$ cat src/rtl/stream_pkg.sv
// Shared stream package: FSM state encoding and default element geometry.
// Used by the serializer and the element FIFO instances that sit behind it.
package stream_pkg;

  localparam int unsigned ELE_BANDWIDTH_DEF = 8;
  localparam int unsigned NUM_ELE_DEF       = 4;

  typedef enum logic {
    ST_IDLE = 1'b0,
    ST_SEND = 1'b1
  } state_t;

endpackage

$ cat src/rtl/stream_serializer_counter.sv
// mod_counter: up-counter that saturates at MAX_CNT.
//  i_clk   clock
//  i_rst_n synchronous active-low reset (count -> 0)
//  i_clr   synchronous clear (count -> 0)
//  i_en    count enable
//  o_cnt   current count
//  o_tc    terminal count flag (o_cnt == MAX_CNT)
module mod_counter #(
  parameter int unsigned CNT_BANDWIDTH = 2,
  parameter int unsigned MAX_CNT       = 3
) (
  input  logic                     i_clk,
  input  logic                     i_rst_n,
  input  logic                     i_clr,
  input  logic                     i_en,
  output logic [CNT_BANDWIDTH-1:0] o_cnt,
  output logic                     o_tc
);

  assign o_tc = (o_cnt == CNT_BANDWIDTH'(MAX_CNT));

  // Never counts past MAX_CNT; wrapping only happens through i_clr.
  always_ff @(posedge i_clk) begin
    if (!i_rst_n || i_clr) begin
      o_cnt <= '0;
    end else if (i_en && !o_tc) begin
      o_cnt <= o_cnt + CNT_BANDWIDTH'(1);
    end
  end

endmodule

$ cat src/rtl/stream_serializer.sv
// stream_serializer: takes one NUM_ELE-element word per handshake and emits
// its elements LSB-first, one per downstream handshake, at 1 element/cycle
// including across word boundaries.
//  i_clk    clock
//  i_rst_n  synchronous active-low reset
//  i_word   input word, element k = i_word[k*ELE_BANDWIDTH +: ELE_BANDWIDTH]
//  i_valid  input word valid
//  o_ready  word can be accepted this cycle (combinational on i_ready)
//  o_valid  o_data holds a valid element
//  o_data   current element
//  i_ready  downstream accepts o_data
//  o_last   (SER_LAST_EN only) current element is the last of its word
// Optional feature macro: SER_LAST_EN.
module stream_serializer
  import stream_pkg::*;
#(
  parameter int unsigned ELE_BANDWIDTH = ELE_BANDWIDTH_DEF,
  parameter int unsigned NUM_ELE       = NUM_ELE_DEF
) (
  input  logic                             i_clk,
  input  logic                             i_rst_n,
  input  logic [NUM_ELE*ELE_BANDWIDTH-1:0] i_word,
  input  logic                             i_valid,
  output logic                             o_ready,
  output logic                             o_valid,
  output logic [ELE_BANDWIDTH-1:0]         o_data,
  input  logic                             i_ready
`ifdef SER_LAST_EN
  ,
  output logic                             o_last
`endif
);

  localparam int unsigned CNT_BANDWIDTH  = (NUM_ELE < 2) ? 1 : $clog2(NUM_ELE);
  localparam int unsigned WORD_BANDWIDTH = NUM_ELE * ELE_BANDWIDTH;

  if (NUM_ELE < 2) begin : g_bad_num_ele
    $error("stream_serializer: NUM_ELE must be >= 2");
  end

  state_t                    state;
  logic [WORD_BANDWIDTH-1:0] word_q;
  logic [CNT_BANDWIDTH-1:0]  idx;
  logic                      idx_tc;
  logic                      word_acc;
  logic                      send_adv;

  assign o_ready  = (state == ST_IDLE) | ((state == ST_SEND) & idx_tc & i_ready);
  assign word_acc = i_valid & o_ready;
  // Advance within the word; the last element is retired by a reload or IDLE.
  assign send_adv = (state == ST_SEND) & i_ready & ~idx_tc;

  mod_counter #(
    .CNT_BANDWIDTH(CNT_BANDWIDTH),
    .MAX_CNT      (NUM_ELE - 1)
  ) u_idx (
    .i_clk  (i_clk),
    .i_rst_n(i_rst_n),
    .i_clr  (word_acc),
    .i_en   (send_adv),
    .o_cnt  (idx),
    .o_tc   (idx_tc)
  );

  // Word FSM; a load on the last element keeps SEND so no bubble appears.
  always_ff @(posedge i_clk) begin
    if (!i_rst_n) begin
      state  <= ST_IDLE;
      word_q <= '0;
    end else if (word_acc) begin
      state  <= ST_SEND;
      word_q <= i_word;
    end else if ((state == ST_SEND) && i_ready && idx_tc) begin
      state  <= ST_IDLE;
    end
  end

  assign o_valid = (state == ST_SEND);

  // Element mux driven only by registered state.
  always_comb begin
    o_data = '0;
    for (int k = 0; k < int'(NUM_ELE); k++) begin
      if (idx == CNT_BANDWIDTH'(k)) begin
        o_data = word_q[k*ELE_BANDWIDTH +: ELE_BANDWIDTH];
      end
    end
  end

`ifdef SER_LAST_EN
  assign o_last = (state == ST_SEND) & idx_tc;
`endif

endmodule
$ cat config.mk
export PLATFORM = sky130hd
export DESIGN_NAME = stream_serializer
export DESIGN_NICKNAME = d
export VERILOG_FILES = /design/src/rtl/stream_pkg.sv /design/src/rtl/stream_serializer_counter.sv /design/src/rtl/stream_serializer.sv
export SDC_FILE = /design/constraint.sdc
export NUM_CORES = 1
export LEC_CHECK = 0
export BUFFER_PORTS_ARGS = -buffer_cell sky130_fd_sc_hd__buf_2
export CAP_MARGIN = 20
export CORE_MARGIN = 8
export CORE_UTILIZATION = 55
export DETAILED_ROUTE_END_ITERATION = 7
export GPL_ROUTABILITY_DRIVEN = 0
export MAX_ROUTING_LAYER = met4
export PLACE_DENSITY = 0.92
export REMOVE_ABC_BUFFERS = 1
export SLEW_MARGIN = 20
export SYNTH_ARGS = -nofsm -noshare
export SYNTH_HDL_FRONTEND = slang
export SYNTH_HIERARCHICAL = 1
export SYNTH_SLANG_ARGS = --single-unit
$ cat constraint.sdc
create_clock -name i_clk -period 3.4 [get_ports i_clk]
set_input_delay 0.68 -clock i_clk [delete_from_list [all_inputs] [get_ports i_clk]]
set_output_delay 0.68 -clock i_clk [all_outputs]
set_load 0.005 [all_outputs]
Word level (Yosys, flattened, before mapping)
Index checks and enable logic that the tools add are counted.
{ "totals": {"out_inout_bits": 10, "wordCells": 29, "reg_bits": 35, "in_bits": 36} }
{ "classes": {"reduce_logical": 8, "addsub": 1, "n_eq_ne": 3, "n_bitwise": 8, "muxes": 6} }
{ "op_table": {"columns": ["operator", "n"], "rows": [
  ["$mux 8", 4],
  ["$and 1x1->1", 5],
  ["$eq 2x2->1 const B", 2],
  ["$logic_and 1x1->1", 3],
  ["$add 2x1->2 const B", 1],
  ["$eq 2x1->1 const B", 1],
  ["$logic_not 1->1", 2],
  ["$logic_not 2->1", 1],
  ["$mux 1", 2],
  ["$not 1->1", 2],
  ["$reduce_bool 2->1", 1],
  ["$logic_or 1x1->1", 1],
  ["$or 1x1->1", 1]
]} }

Depth between registers and ports, before layout
Gate-level depths: netlist of the first run.
{ "logic_depth": {"ltp_word": 6, "depth_mapped": 7, "ltp_nobuf": 5} }

Cells and area by module
Netlist of the first run, hierarchy kept.
{ "by_module_without_submodules": {"columns": ["mod", "cells_each", "area_each_um2", "seq_area_each_um2", "n_inst"], "rows": [
  ["stream_serializer", 155, 1561.5, 660.6, 1],
  ["mod_counter", 9, 98.8, 40.0, 1]
]} }

Least setup slack after synthesis of the first run
Ideal clock, no wire load.
{ "synth_timing": {"path_kind": "register to output", "from": "register u_idx.o_cnt[0]", "to": "output o_data[0]", "arrival_time_ns": 1.084, "path_slack_ns": 1.636, "t_required_ns": 2.720, "n_path_buf": 1, "stages_incl_launch_ff": 3, "path_cell_list": "dfxtp_1 > buf_2 > mux4_2"} }
{ "synth_via": {"elab_chain_cells": 5, "elab_cells_between_ends": 8, "cone_classes": "eq/ne: 3; mux: 4; reduce/logical: 1"} }
{ "synth_rtl": {"columns": ["item", "line", "source"], "rows": [
  ["start: declaration", "stream_serializer_counter.sv:16", "output logic [CNT_BANDWIDTH-1:0] o_cnt,"],
  ["start signal: assignment", "stream_serializer_counter.sv:27", "o_cnt <= o_cnt + CNT_BANDWIDTH'(1);"],
  ["$logic_not 2->1", "stream_serializer.sv:84", "if (idx == CNT_BANDWIDTH'(k)) begin"],
  ["$mux 8 (3 in series)", "stream_serializer.sv:84", null],
  ["$mux 8 (*)", "stream_serializer.sv:84", null],
  ["end: declaration", "stream_serializer.sv:26", "output logic [ELE_BANDWIDTH-1:0] o_data,"]
]} }
Every way passes the cells marked *; elsewhere a longest branch is shown, timed or not.

Final worst setup path of the first run
{ "layout_timing": {"from": "register u_idx.o_cnt[1]", "to": "output o_data[7]"} }
Same word-level chain as after synthesis.

==> results of run 1 <==
==> placed cells by master (no fill, tap or decap) <==
master	instances
a21boi_4	1
and3b_2	1
buf_2	45
buf_4	2
clkbuf_1	1
clkbuf_4	5
clkinv_2	1
clkinvlp_4	1
dfxtp_1	35
ha_1	1
inv_1	1
mux2i_1	33
mux4_2	8
nand2_1	64
nand2b_1	1
nor2_1	2
nor2b_4	2
o21a_1	1
xnor2_1	1
==> worst max-delay path: cells and delay by family, from the launching register on <==
kind	cells	cell delay, ps
flip-flops	1	700
multiplexers	1	590
buffers and inverters	1	150
==> synth_stat cells (all sizes together) <==
cell    number  area (µm²)
a21boi       1        18.8
and3b        1        10.0
buf          9        96.3
clkbuf       4        15.0
dfxtp       35         701
ha           1        12.5
inv          1        3.75
mux2i       33         330
mux4         8         180
nand2       64         240
nand2b       1        6.26
nor2         2        7.51
nor2b        2        22.5
o21a         1        7.51
xnor2        1        8.76
==> area by class of cell <==
| type | instances | share of cell area [%] |
|---|---|---|
| repair buffers | 47 | 12.7 |
| inverters | 1 | 0.199 |
| flip-flops and latches | 35 | 37.1 |
| clock buffers | 6 | 2.19 |
| multi-input cells | 115 | 45.0 |
| clock inverters | 2 | 0.662 |
| well taps | 33 | 2.19 |
==> cell families (layout without fill, tap and decap cells) <==
group | count (synthesis) | after routing | synth area share (%)
simple gates | 70 | 70 | 17.3
mux | 41 | 41 | 30.7
flops | 35 | 35 | 42.2
buf+inv | 14 | 56 | 6.93
compound gates | 2 | 2 | 1.58
fa+ha+maj | 1 | 1 | 0.753
xor+xnor | 1 | 1 | 0.528
==> routing by layer <==
metal	vias to the layer above	routed length (µm)	GRT usage [%]
li1	625	-	-
met1	540	1450	15.1
met2	48	1650	23.9
met3	4	201	6.07
met4	0	33	4.85
met5	-	0	-
==> sequential cells by signal (all words and copies together), names as in the netlist <==
| register | count |
|---|---|
| o_valid | 1 |
| word_q | 32 |
| u_idx/o_cnt | 2 |
==> final timing paths <==
path / startpoint / endpoint / slack, ps
worst max register to register: u_idx/o_cnt[1] / u_idx/o_cnt[1] / 1470
worst min-delay path: word_q[27] / word_q[27] / 460
worst min register to register: word_q[27] / word_q[27] / 460
worst max-delay path: u_idx/o_cnt[1] / o_data[7] / 950
==> where the power goes <==
group | total [mW] | switching, mW | leakage (nW) | internal, mW
sequential | 0.452 | 0.0164 | 0.288 | 0.435
clock | 0.213 | 0.133 | 0.0282 | 0.0797
combinational | 0.114 | 0.0520 | 0.541 | 0.0615
==> results.md, run 1 <==
- Outcome: finished, final reports clean
- Placed Area: 0.00184 mm²
- Critical path endpoint category: output pin
- N_diodes: 0
- Initial DRC Count: 55
- Cells after Synth: 164
- Pins Over Slew Limit: 0
- MaxCap Viol Count: 0
- Clock root buffer: clkbuf_4
- Static leakage: roughly 0.86 nW
- Final HPWL DP: between 2 and 2.5 mm
- Largest net degree at the start of global routing: between 60 and 70
- RSZ-0062 raised after global routing: no
- Num CTS Buffers: 5
- Chip width: 70.9 µm
- Worst setup margin: approximately 950 ps
- Initial Util: 56.2%
- Yosys cell types: 18
- Grt ovf: 0
- DR pass1 iterations: 5
- IO Port Bufs: 45
- Post-layout min period: between 2000 and 2500 ps
- Place WS: 1280 ps
- Clk sinks: 35
- Area used by multi-input combinational logic: 850 µm²
- CTS resizes: 0
- TritonCTS clock tree: yes
- Final ANT Viol Nets: 0
- Clk_skew: 11.2 ps
- Total power: around 0.8 mW
- Clock-pin slew on the worst setup and hold paths: approximately 100 ps
- # DRC: 0
- Max-slew headroom: 31.3%
- FF-to-FF path depth: 6
- P&R area growth vs syn: 13.8%
- Crit-path max FO: 10
- FF/Latch Area: between 700 and 800 µm²
- CP required: around 2700 ps
- Sequential area share after synthesis: 42.2%
- Crit-path cells: mux4_2 -> buf_2
- Routed WL: 3.33 mm
- Avg WL per Cell: roughly 14 µm
- Worst hold path class: reg2reg
- Period Utilization, post-route: 72.2%
- Startpoint types: register
- Synth Area per Inst: about 10 µm²
- Final hold slack: roughly 460 ps
- Power per cell area: 412 mW/mm²
- Fmax: just over 400 MHz
- Core ar.: between 0.002 and 0.003 mm²
- Post-cts hold buffer count: 0
- Synth Register Bits: 35
- Clk_lat worst skew: 340 ps
- Final hold vios: 0
- Syn. warnings: 6
- # IOs: between 40 and 50
- Critical setup path kind: reg2out
- Standard-cell rows: 20
- Via count: around 1200
- Final core occ: a little under two thirds
- Hold path cells: 2
- First-pass GRT wire length: approximately 5.6 mm
- Final std cell area, no fill: ~0.0019 mm²
- Setup Buffers After CTS: 0
- Depth of the CTS H-tree: 2
- Max IR drop VDD: roughly 0.26 mV
- Slew @ Worst Pin: 1030 ps
- Post-DR vias/cell: ~5.1
- Final setup TNS: 0 ps
- Antenna violations before repair: 0
- Die H: roughly 71 µm
- Total track usage: between 10 and 15%
- Final setup fails: 0
- Share of layout cells above drive strength 1: 32.0%
- Die footprint: 0.00503 mm²
- Layout net count: ~240
- CP peak stage delay: roughly 700 ps
- Finished Layout Cells: around 240
- Fill count: around 260
- Vias in the first global route: ~1300
- CTS max path bufs: 2
- Placed cells: roughly 230
- Mapped Area: 0.00166 mm²
- CP max stage cell: dfxtp_1
- Critical Path AT: approximately 1800 ps
(Power assumes the default switching activity.)
==> run 2: changes to the inputs <==
Settings changed: CORE_UTILIZATION 55 to 46, PLACE_DENSITY 0.92 to 0.83.
Clock period 3.4 ns to 2.13 ns, I/O delays scaled along.
==> run 2 against run 1 <==
Via count grew 1.1%. Setup slack worse by 730 ps. Die area up 15%. Critical path depth up 1. Flip-flop and latch count unchanged. Clock-buffer cell count did not move. Sequential share of layout area is 1.3 points lower. Final cell count rose by 7.9%. Critical path type unchanged. Critical endpoint is now o_data[5]. Highest routed layer unchanged.
==> results.md, run 2 (same netlist as run 1, synthesis figures left out) <==
- Largest register FFs: 32
- RR Endpoint: word_q[1]
- CP required: between 1500 and 2000 ps
- Final HPWL DP: approximately 2.4 mm
- Clock root buffer: clkbuf_4
- Fill count: 347
- R2R Path Start: u_idx/o_cnt[1]
- P&R area growth vs syn: 18.1%
- Die H: roughly 76 µm
- Critical setup path kind: reg2out
- Worst setup margin: approximately 210 ps
- RSZ-0062 raised after global routing: no
- Reg-to-reg slack, setup: ~480 ps
- Antenna violations before repair: 0
- TritonCTS clock tree: yes
- Most frequent cells in the layout: nand2_1 (64), buf_2 (45), dfxtp_1 (35)
- Worst hold path class: in2reg
- Outcome: finished, final reports clean
- Most common cell after layout, fill and taps aside: nand2_1
- Max-slew headroom: 80.3%
- Critical Path AT: ~1500 ps
- Final hold vios: 0
- Slew @ Worst Pin: approximately 300 ps
- # IOs: 46
- Routed WL: about 3.2 mm
- Die footprint: ~0.0058 mm²
- Grt ovf: 0
- Final setup fails: 0
- Post-layout min period: 1920 ps
- Depth of the CTS H-tree: 2
- Share of layout cells above drive strength 1: around a third
- Final ANT Viol Nets: 0
- Max IR drop VDD: 0.344 mV
- Hold path cells: 3
- N_diodes: 0
- Largest net degree at the start of global routing: 67
- Place WS: approximately 490 ps
- Initial Util: a little under half
- Static leakage: just under 0.9 nW
- Standard-cell rows: 22
- Core ar.: 0.00358 mm²
- Final setup TNS: 0 ps
- Initial DRC Count: between 50 and 60
- Num CTS Buffers: 5
- Hold path start: i_word[30]
- Layout net count: around 250
- First-pass GRT wire length: approximately 5.6 mm
- Pins Over Slew Limit: 0
- DR pass1 iterations: 3
- Chip width: 76.1 µm
- MaxCap Viol Count: 0
- Reg with most FFs: word_q
- Min-Delay Endpoint: word_q[30]
- Total track usage: 12.0%
- Clock-pin slew on the worst setup and hold paths: roughly 100 ps
- Final hold slack: 318 ps
- Startpoint types: register
- Clk_lat worst skew: 330 ps
- Avg WL per Cell: around 12 µm
- Post-cts hold buffer count: 0
- IO Port Bufs: 45
- Vias in the first global route: approximately 1300
- Critical path endpoint category: output pin
- Post-DR vias/cell: about 4.8
- Period Utilization, post-route: between 80% and 90%
- CTS resizes: 0
- Clk_skew: around 11 ps
- FF-to-FF path depth: 6
- Clk sinks: 35
- Fmax: approximately 520 MHz
- Crit-path max FO: 6
- Power per cell area: between 600 and 700 mW/mm²
- Final core occ: 54.8%
- Via count: about 1200
- Setup Buffers After CTS: 0
- CTS max path bufs: 2
- # DRC: 0
-- run 2: where the power goes --
group	internal (mW)	total [mW]	switching, mW
clock	0.153	0.363	0.211
combinational	0.104	0.192	0.0875
sequential	0.695	0.714	0.0194
-- run 2: area by class of cell --
class | instances | area [µm²] | area share (%)
multi-input cells | 115 | 850 | 43.3
flip-flops and latches | 35 | 701 | 35.7
repair buffers | 52 | 290 | 14.8
well taps | 48 | 60.1 | 3.06
clock buffers | 6 | 51.3 | 2.62
clock inverters | 1 | 5.00 | 0.255
inverters | 1 | 3.75 | 0.191
-- run 2: how the worst max path moves through the flow --
stage | startpoint | to | depth (start not counted)
after floorplan | u_idx/o_cnt[0] | u_idx/o_cnt[0] | 5
after global placement | u_idx/o_cnt[1] | u_idx/o_cnt[1] | 7
after detailed placement | u_idx/o_cnt[0] | word_q[1] | 6
after CTS | u_idx/o_cnt[1] | o_data[5] | 3
after global routing | u_idx/o_cnt[1] | o_data[5] | 3
final | u_idx/o_cnt[1] | o_data[5] | 3
-- run 2: critical path, cell delays in order, from the launching register on --
cell and delay, ps:
dfxtp_1 340, buf_4 170, mux4_2 500, buf_2 140
-- run 2: per-stage QoR --
| stage | area, µm² | instances | power, mW |
|---|---|---|---|
| after floorplan | 1550 | 151 | 0.833 |
| after global placement | 1900 | 251 | 0.919 |
| after detailed placement | 1900 | 251 | 0.925 |
| after CTS | 1960 | 258 | 1.29 |
| after global routing | 1960 | 258 | 1.33 |
| final | 1960 | 258 | 1.27 |
-- run 2: per-layer routing --
layer / part of all wire, % / track usage (%)
met1: 46 / 12.9
met2: 48 / 20.1
met3: 3.7 / 3.89
met4: 1.5 / 4.62
met5: 0 / -
